==> config.mk <==
export PLATFORM = sky130hd
export DESIGN_NAME = bht_sat_table
export DESIGN_NICKNAME = d
export VERILOG_FILES = /design/src/rtl/bht_sat_table.sv
export SDC_FILE = /design/constraint.sdc
export NUM_CORES = 1
export LEC_CHECK = 0
export ABC_AREA = 0
export BUFFER_PORTS_ARGS = -buffer_cell sky130_fd_sc_hd__buf_2
export CAP_MARGIN = 20
export CELL_PAD_IN_SITES_DETAIL_PLACEMENT = 0
export CELL_PAD_IN_SITES_GLOBAL_PLACEMENT = 1
export CORE_UTILIZATION = 30
export CTS_CLUSTER_SIZE = 8
export DETAILED_ROUTE_END_ITERATION = 12
export PLACE_DENSITY = 0.64
export SLEW_MARGIN = 10
export SYNTH_ARGS = -nofsm -noshare
export SYNTH_HDL_FRONTEND = slang
export SYNTH_SLANG_ARGS = --single-unit
==> constraint.sdc <==
create_clock -name clk_i -period 5.05 [get_ports clk_i]
set_input_delay 1.01 -clock clk_i [delete_from_list [all_inputs] [get_ports clk_i]]
set_output_delay 1.01 -clock clk_i [all_outputs]
set_load 0.005 [all_outputs]
==> src/rtl/bht_sat_table.sv <==
// Branch history table of 2-bit saturating counters with a valid bit per entry.
// One-cycle registered lookup, read-before-write against same-cycle training.
module bht_sat_table #(
  parameter int unsigned VLEN       = 32,
  parameter int unsigned NR_ENTRIES = 128
) (
  input  logic            clk_i,
  input  logic            rst_ni,
  input  logic            flush_i,
  input  logic            debug_mode_i,
  input  logic            lookup_valid_i,
  input  logic [VLEN-1:0] lookup_pc_i,
  input  logic            update_valid_i,
  input  logic [VLEN-1:0] update_pc_i,
  input  logic            update_taken_i,
  output logic            prediction_valid_o,
  output logic            prediction_taken_o
);

  localparam int unsigned IDX_W = $clog2(NR_ENTRIES);

  logic             valid_r [NR_ENTRIES];
  logic [1:0]       ctr_r   [NR_ENTRIES];
  logic             prediction_valid_r;
  logic             prediction_taken_r;
  logic [IDX_W-1:0] lookup_idx_s;
  logic [IDX_W-1:0] update_idx_s;
  logic             train_s;
  logic             unused_s;

  function automatic logic [1:0] sat_next(input logic [1:0] ctr, input logic taken);
    logic [1:0] nxt;
    case ({taken, ctr})
      3'b1_11: nxt = 2'd3;
      3'b0_00: nxt = 2'd0;
      3'b1_00, 3'b1_01, 3'b1_10: nxt = ctr + 2'd1;
      3'b0_01, 3'b0_10, 3'b0_11: nxt = ctr - 2'd1;
      default: nxt = 2'd1;
    endcase
    return nxt;
  endfunction

  // Halfword-granular index; bit 0 and upper PC bits are deliberately dropped.
  assign lookup_idx_s = lookup_pc_i[IDX_W:1];
  assign update_idx_s = update_pc_i[IDX_W:1];
  assign train_s      = update_valid_i & ~debug_mode_i;
  assign unused_s     = ^{lookup_pc_i[VLEN-1:IDX_W+1], lookup_pc_i[0],
                          update_pc_i[VLEN-1:IDX_W+1], update_pc_i[0]};

  // Table storage: reset/flush to invalid weakly-not-taken, otherwise train.
  always_ff @(posedge clk_i or negedge rst_ni) begin
    if (!rst_ni) begin
      for (int i = 0; i < NR_ENTRIES; i++) begin
        valid_r[i] <= 1'b0;
        ctr_r[i]   <= 2'd1;
      end
    end else if (flush_i) begin
      for (int i = 0; i < NR_ENTRIES; i++) begin
        valid_r[i] <= 1'b0;
        ctr_r[i]   <= 2'd1;
      end
    end else if (train_s) begin
      valid_r[update_idx_s] <= 1'b1;
      ctr_r[update_idx_s]   <= sat_next(ctr_r[update_idx_s], update_taken_i);
    end
  end

  // Registered prediction sampled from the pre-update table contents.
  always_ff @(posedge clk_i or negedge rst_ni) begin
    if (!rst_ni) begin
      prediction_valid_r <= 1'b0;
      prediction_taken_r <= 1'b0;
    end else if (flush_i || !lookup_valid_i) begin
      prediction_valid_r <= 1'b0;
      prediction_taken_r <= 1'b0;
    end else begin
      prediction_valid_r <= valid_r[lookup_idx_s];
      prediction_taken_r <= ctr_r[lookup_idx_s][1];
    end
  end

  assign prediction_valid_o = prediction_valid_r;
  assign prediction_taken_o = prediction_taken_r;

endmodule

==> impl_metrics.env, run 1 <==
export IMPL_cts_buffer_depth=3
export IMPL_final_util_pct=34.6
export IMPL_post_route_period_util_pct=79.4
export IMPL_tightest_slew_ns=1.09
export IMPL_dr_wl_met2_mm=33.2
export IMPL_setup_slack_ns=1.04
export IMPL_cts_repair_resized=0
export IMPL_min_path_type="in2async"
export IMPL_dieArea_um2=69300
export IMPL_ys_types=53
export IMPL_cts_root_buffer="clkbuf_16"
export IMPL_grt_overflow=0
export IMPL_syn_nets=2110
export IMPL_period_minus_slack_ns=4.01
export IMPL_fin_cells=2934
export IMPL_cts_tree="done"
export IMPL_detail_route_first_pass_iterations=8
export IMPL_cp_arrival_ns=4.51
export IMPL_boundaryPins=73
export IMPL_fmax_mhz=249
export IMPL_cts_htree_levels=2
export IMPL_drive_above_1_share_pct=21.3
export IMPL_fp_coreArea_um2=67300
export IMPL_grt_max_degree=178
export IMPL_async_flop_share_pct=100
export IMPL_grtUsageTotal_pct=20.2
export IMPL_postCtsSetupRepairBufs=0
export IMPL_r2r_end="ctr_r[48]$_DFFE_PN1P_"
export IMPL_io_buffer_count=22
export IMPL_relSlewSlack_pct=27.6
export IMPL_worst_hold_slack_ns=0.485
export IMPL_r2r_start="ctr_r[100]$_DFFE_PN1P_"
export IMPL_drt_iter0_drc=1615
export IMPL_grt_antenna_before_repair=2
export IMPL_postSynthAreaPerCell_um2=10.0
export IMPL_gp_congestion=0.832
export IMPL_placedCellCount=2832
export IMPL_die_h_um=263
export IMPL_yosysSeqAreaShare_pct=48.0
export IMPL_setup_tns_final_ns=0
export IMPL_ir_drop_mv=0.226
export IMPL_vias_per_cell=5.59
export IMPL_path_buf_inv=3
export IMPL_top_layer="met5"
export IMPL_path_class="in2reg"
export IMPL_cts_sinks=386
export IMPL_cp_slowest_cell="o41ai_1"
export IMPL_crit_chain="buf_4 > buf_4 > nor2b_1 > a32o_1 > o211ai_1 > a21oi_1 > o41ai_1 > o31a_1 > maj3_4 > buf_4 > a21oi_1"
export IMPL_hold_viol=0
export IMPL_drv_cap=0
export IMPL_dr_wl_met3_mm=4.96
export IMPL_syn_area_um2=20500
export IMPL_wl_mm=69.7
export IMPL_end_kind="flop"
export IMPL_cts_hold_buf=0
export IMPL_cts_inserted_buffers=54
export IMPL_ant_nets=0
export IMPL_wl_per_cell_um=23.8
export IMPL_ys_seq_elements=386
export IMPL_drc=0
export IMPL_initial_core_util_pct=30.4
export IMPL_grt_pass1_wl_mm=106
export IMPL_critPathTopFamily="compound AO/OA/AOI/OAI gates"
export IMPL_worstPathMaxFanout=32
export IMPL_insertion_delay_ns=0.62
export IMPL_die_x_um=263
export IMPL_status="finished, final reports clean"
export IMPL_dp_worst_setup_slack_ns=0.496
export IMPL_hpwl_mm=44.9
export IMPL_start_kind="input port"
export IMPL_synth_flop_cell="dfrtp_1"
export IMPL_skew_ns=0.0334
export IMPL_first_global_vias=16500
export IMPL_clk_pin_slew_ns=0.05
export IMPL_cpMostUsedCell="buf_4"
export IMPL_ys_warn_count=0
export IMPL_rsz0062_at_grt="false"
export IMPL_maxSlewViolCount=0
export IMPL_leakage_nw=8.68
export IMPL_syn_inst=2039
export IMPL_n_antenna_cell=0
export IMPL_vias=16400
export IMPL_finalSetupViolCount=0
export IMPL_cpPeakStageDelay_ns=0.52
export IMPL_m1WireLength_mm=29.3
export IMPL_areaGrowthSynthToFinish_pct=13.7
export IMPL_cp_required_ns=5.55
export IMPL_power_density_nw_per_um2=307
export IMPL_r2r_slack_ns=1.72
export IMPL_rows=95
export IMPL_nets=2086
export IMPL_synth_edf_count=0
export IMPL_reg2regPathDepth=8
registers in the layout, summed over array words and instances, names as in the netlist:
| name | flops |
|---|---|
| ctr_r | 256 |
| valid_r | 128 |
| prediction_valid_o | 1 |
| prediction_taken_o | 1 |
worst max path at each step:
stage                    from                            to  slack, ns  cells past startpoint
2_1_floorplan  lookup_pc_i[1]  prediction_taken_o$_DFF_PN0_       1.37                      7
6_report       update_pc_i[3]         ctr_r[48]$_DFFE_PN1P_       1.04                     11
3_3_place_gp   update_pc_i[1]         ctr_r[12]$_DFFE_PN1P_       0.50                     11
3_5_place_dp   update_pc_i[1]         ctr_r[50]$_DFFE_PN1P_       0.50                     11
5_1_grt        update_pc_i[1]        ctr_r[212]$_DFFE_PN1P_       0.91                     11
4_1_cts        update_pc_i[1]         ctr_r[50]$_DFFE_PN1P_       1.12                     11
cell families after synthesis:
logic type | after synthesis | synth area share, %
fa+ha+maj | 2 | 0.104
compound gates | 315 | 9.89
simple gates | 1008 | 22.3
mux | 156 | 16.2
buf+inv | 172 | 3.53
flops | 386 | 48.0
cells in the mapped netlist, types with 9 or more instances:
cell / number / area (um^2)
nor2_1: 538 / 2020
dfrtp_1: 258 / 6460
nand2_1: 156 / 586
a21oi_1: 139 / 696
mux4_2: 139 / 3130
nor3_1: 135 / 676
dfstp_2: 128 / 3360
nand3b_1: 125 / 938
o31ai_1: 122 / 916
clkbuf_1: 112 / 420
buf_2: 38 / 190
nand3_1: 15 / 75.1
buf_1: 13 / 48.8
mux2i_1: 13 / 130
nor2b_1: 10 / 62.6
or3b_2: 9 / 78.8
cells in the final DEF (no fill, tap or decap), types with 13 or more instances in the layout:
cell and count:
mux4_2 139, a21oi_1 139, buf_12 14, clkbuf_16 55, clkbuf_1 44, buf_2 16, mux2i_1 13, nand3b_1 125
o31ai_1 122, buf_4 57, nand3_1 15, dfstp_2 128, nor3_1 133, nand2_1 155, nor2_1 533, dfrtp_1 258
area by class of cell:
type                    count  area [um^2]
clock buffers              99         1540
clock inverters             3         40.0
repair buffers             89          818
flip-flops and latches    386         9820
multi-input cells        1481         9950
inverters                   3         11.3
fillers                  6768        44000
well taps                 873         1090
power by group:
group	internal [W]	switching, W
logic	0.000146	0.000440
clock network	0.00204	0.00142
registers	0.00311	0.00000330
total	0.00529	0.00186
per-layer routing:
layer | GRT usage (%) | up-vias
met5 | 0 | -
met4 | 6.75 | 4
met3 | 4.23 | 136
met2 | 33.0 | 633
met1 | 26.6 | 8303
li1 | - | 7324
worst register-to-register path: stages, from the launching register on:
cell and delay (ns):
dfstp_2 0.37, mux4_2 0.49, mux4_2 0.46, o21ai_1 0.28
nand2_1 0.16, or3b_1 0.41, maj3_4 0.51, buf_4 0.33
a21oi_1 0.22
stage by stage:
stage | instance area [um^2] | power, W
global placement | 21700 | 0.00374
detailed placement | 21700 | 0.00375
finish | 23300 | 0.00715
floorplan | 20500 | 0.00349
CTS | 23300 | 0.00724
global route | 23300 | 0.00739
No activity file was read; power rests on OpenSTA's default activity.
==> run 2: changes to the inputs <==
==> constraint.sdc (replaced) <==
create_clock -name clk_i -period 3.7 [get_ports clk_i]
set_input_delay 0.74 -clock clk_i [delete_from_list [all_inputs] [get_ports clk_i]]
set_output_delay 0.74 -clock clk_i [all_outputs]
set_load 0.005 [all_outputs]
==> run 2 against run 1 <==
Effect of this change: worst hold slack worse by 0.34 ns; die area stayed put; global-route usage grew 0.40 points; combinational power up 47%; sequential power increased by 37%; cell area is 2.2% higher; largest cell class unchanged.
==> impl_metrics.env, run 2 (same netlist as run 1, synthesis figures left out) <==
export IMPL_reg2regPathDepth=9
export IMPL_relSlewSlack_pct=38.2
export IMPL_final_area_um2=23800
export IMPL_ir_drop_mv=0.318
export IMPL_top_regs="ctr_r (256), valid_r (128)"
export IMPL_dpl_cell_area_um2=22200
export IMPL_final_util_pct=35.4
export IMPL_post_route_period_util_pct=87.8
export IMPL_status="finished, final reports clean"
export IMPL_final_common_cell="nor2_1"
export IMPL_dp_worst_setup_slack_ns=-0.0994
export IMPL_clk_pin_slew_ns=0.05
export IMPL_skew_ns=0.0397
export IMPL_rows=95
export IMPL_start_kind="input port"
export IMPL_boundaryPins=73
export IMPL_crit_end="ctr_r[220]$_DFFE_PN1P_"
export IMPL_fp_coreArea_um2=67300
export IMPL_dieArea_um2=69300
export IMPL_cp_slowest_cell="mux4_2"
export IMPL_r2r_slack_ns=0.61
export IMPL_area_sequential_um2=9820
export IMPL_cts_hold_buf=0
export IMPL_grt_max_degree=143
export IMPL_die_h_um=263
export IMPL_hpwl_mm=47.2
export IMPL_r2r_end="ctr_r[220]$_DFFE_PN1P_"
export IMPL_vias_per_cell=5.55
export IMPL_cpPeakStageDelay_ns=0.53
export IMPL_cts_sinks=386
export IMPL_period_minus_slack_ns=3.25
export IMPL_final_fill_count=6819
export IMPL_power_density_nw_per_um2=414
export IMPL_drv_cap=0
export IMPL_swShare_pct=26.0
export IMPL_drc=0
export IMPL_hold_viol=0
export IMPL_vias=16500
export IMPL_pwr_share_seq_pct=43.1
export IMPL_grt_overflow=0
export IMPL_fmax_mhz=308
export IMPL_io_buffer_count=22
export IMPL_power_switching_w=0.00256
export IMPL_finalSetupViolCount=0
export IMPL_grt_antenna_before_repair=2
export IMPL_grtUsageTotal_pct=20.6
export IMPL_report_power_total_w=0.00985
export IMPL_cp_arrival_ns=3.76
export IMPL_cts_inserted_buffers=54
export IMPL_crit_chain="buf_4 > buf_12 > mux4_2 > mux4_2 > o21ai_1 > buf_4 > nand2_1 > or3b_1 > maj3_4 > buf_12 > a21oi_1"
export IMPL_multi_input_area_um2=9950
export IMPL_cts_buffer_depth=3
export IMPL_leakage_nw=8.99
export IMPL_rsz0062_at_grt="false"
export IMPL_postCtsSetupRepairBufs=0
export IMPL_path_class="in2reg"
export IMPL_initial_core_util_pct=30.4
export IMPL_min_path_type="in2async"
export IMPL_comb_power_share_pct=8.7
export IMPL_cts_root_buffer="clkbuf_16"
export IMPL_drive_above_1_share_pct=23.2
export IMPL_grt_pass1_wl_mm=108
export IMPL_crit_path_start="update_pc_i[1]"
export IMPL_tightest_slew_ns=0.927
export IMPL_end_kind="flop"
export IMPL_maxSlewViolCount=0
export IMPL_n_antenna_cell=0
export IMPL_areaGrowthSynthToFinish_pct=16.3
export IMPL_first_global_vias=16700
export IMPL_die_x_um=263
export IMPL_nets=2135
export IMPL_wl_mm=70.9
export IMPL_cp_required_ns=4.21
export IMPL_drt_iter0_drc=1472
export IMPL_cts_repair_resized=0
export IMPL_largest_register="ctr_r"
export IMPL_r2r_start="ctr_r[84]$_DFFE_PN1P_"
export IMPL_wl_per_cell_um=23.8
export IMPL_worstPathMaxFanout=51
export IMPL_clock_power_share_pct=48.1
export IMPL_setup_slack_ns=0.453
export IMPL_mostFrequentLayoutCells="533 x nor2_1, 258 x dfrtp_1, 156 x nand2_1"
export IMPL_ant_nets=0
export IMPL_largest_register_ffs=256
export IMPL_detail_route_first_pass_iterations=5
export IMPL_cts_htree_levels=2
export IMPL_cts_tree="done"
export IMPL_insertion_delay_ns=0.62
export IMPL_gp_congestion=0.860
export IMPL_p_int_w=0.00729
[run 2: cell count changes in the layout (fill, tap and decap cells not counted)]
cell / previous run / this run
clkinvlp_4: 1 / 0
buf_4: 57 / 94
clkbuf_1: 44 / 40
clkbuf_8: 0 / 2
nand2_2: 1 / 0
buf_12: 14 / 26
nand2_1: 155 / 156
[run 2: power groups by stage]
stage | clock, W | combinational [W] | sequential, W
after floorplan | 0 | 0.000449 | 0.00431
after global placement | 0 | 0.000852 | 0.00431
after detailed placement | 0 | 0.000859 | 0.00431
after CTS | 0.00484 | 0.000860 | 0.00425
after global routing | 0.00504 | 0.000915 | 0.00424
final | 0.00474 | 0.000862 | 0.00425
[run 2: how the worst min path moves through the flow]
stage	startpoint	to	slack (ns)	cells after the start
floorplan	rst_ni	ctr_r[101]$_DFFE_PN0P_	0.44	0
global placement	valid_r[119]$_DFFE_PN0P_	valid_r[119]$_DFFE_PN0P_	0.47	2
detailed placement	valid_r[32]$_DFFE_PN0P_	valid_r[32]$_DFFE_PN0P_	0.48	2
CTS	rst_ni	valid_r[94]$_DFFE_PN0P_	0.17	1
global route	rst_ni	valid_r[76]$_DFFE_PN0P_	0.18	1
finish	rst_ni	valid_r[76]$_DFFE_PN0P_	0.14	1
[run 2: layer usage]
layer	GRT usage, %	up-vias	routed length [um]
met5	0	-	10
met4	8.25	2	2820
met3	4.75	156	5300
li1	-	7399	-
met2	31.3	634	31900
met1	28.3	8353	30800
[run 2: per-stage QoR]
stage	setup TNS [ns]	instances	hold slack, ns
after detailed placement	-9.32	2881	0.484
after global placement	-5.28	2881	0.475
after CTS	0	2980	0.168
after global routing	0	2980	0.179
after floorplan	0	2039	0.444
final	0	2980	0.142
[run 2: worst max-delay path, delay by kind of cell]
family,cells,cell delay [ns]
muxes,2,1.00
buffers and inverters,4,0.70
and+or+nand+nor,2,0.47
AOI/OAI and AO/OA,2,0.39
adders and majority gates,1,0.38
[run 2: area by class of cell]
| type | count | area share (%) |
|---|---|---|
| clock buffers | 97 | 6.53 |
| clock inverters | 2 | 0.137 |
| inverters | 3 | 0.0473 |
| multi-input cells | 1481 | 41.8 |
| flip-flops and latches | 386 | 41.3 |
| well taps | 873 | 4.59 |
| repair buffers | 138 | 5.62 |
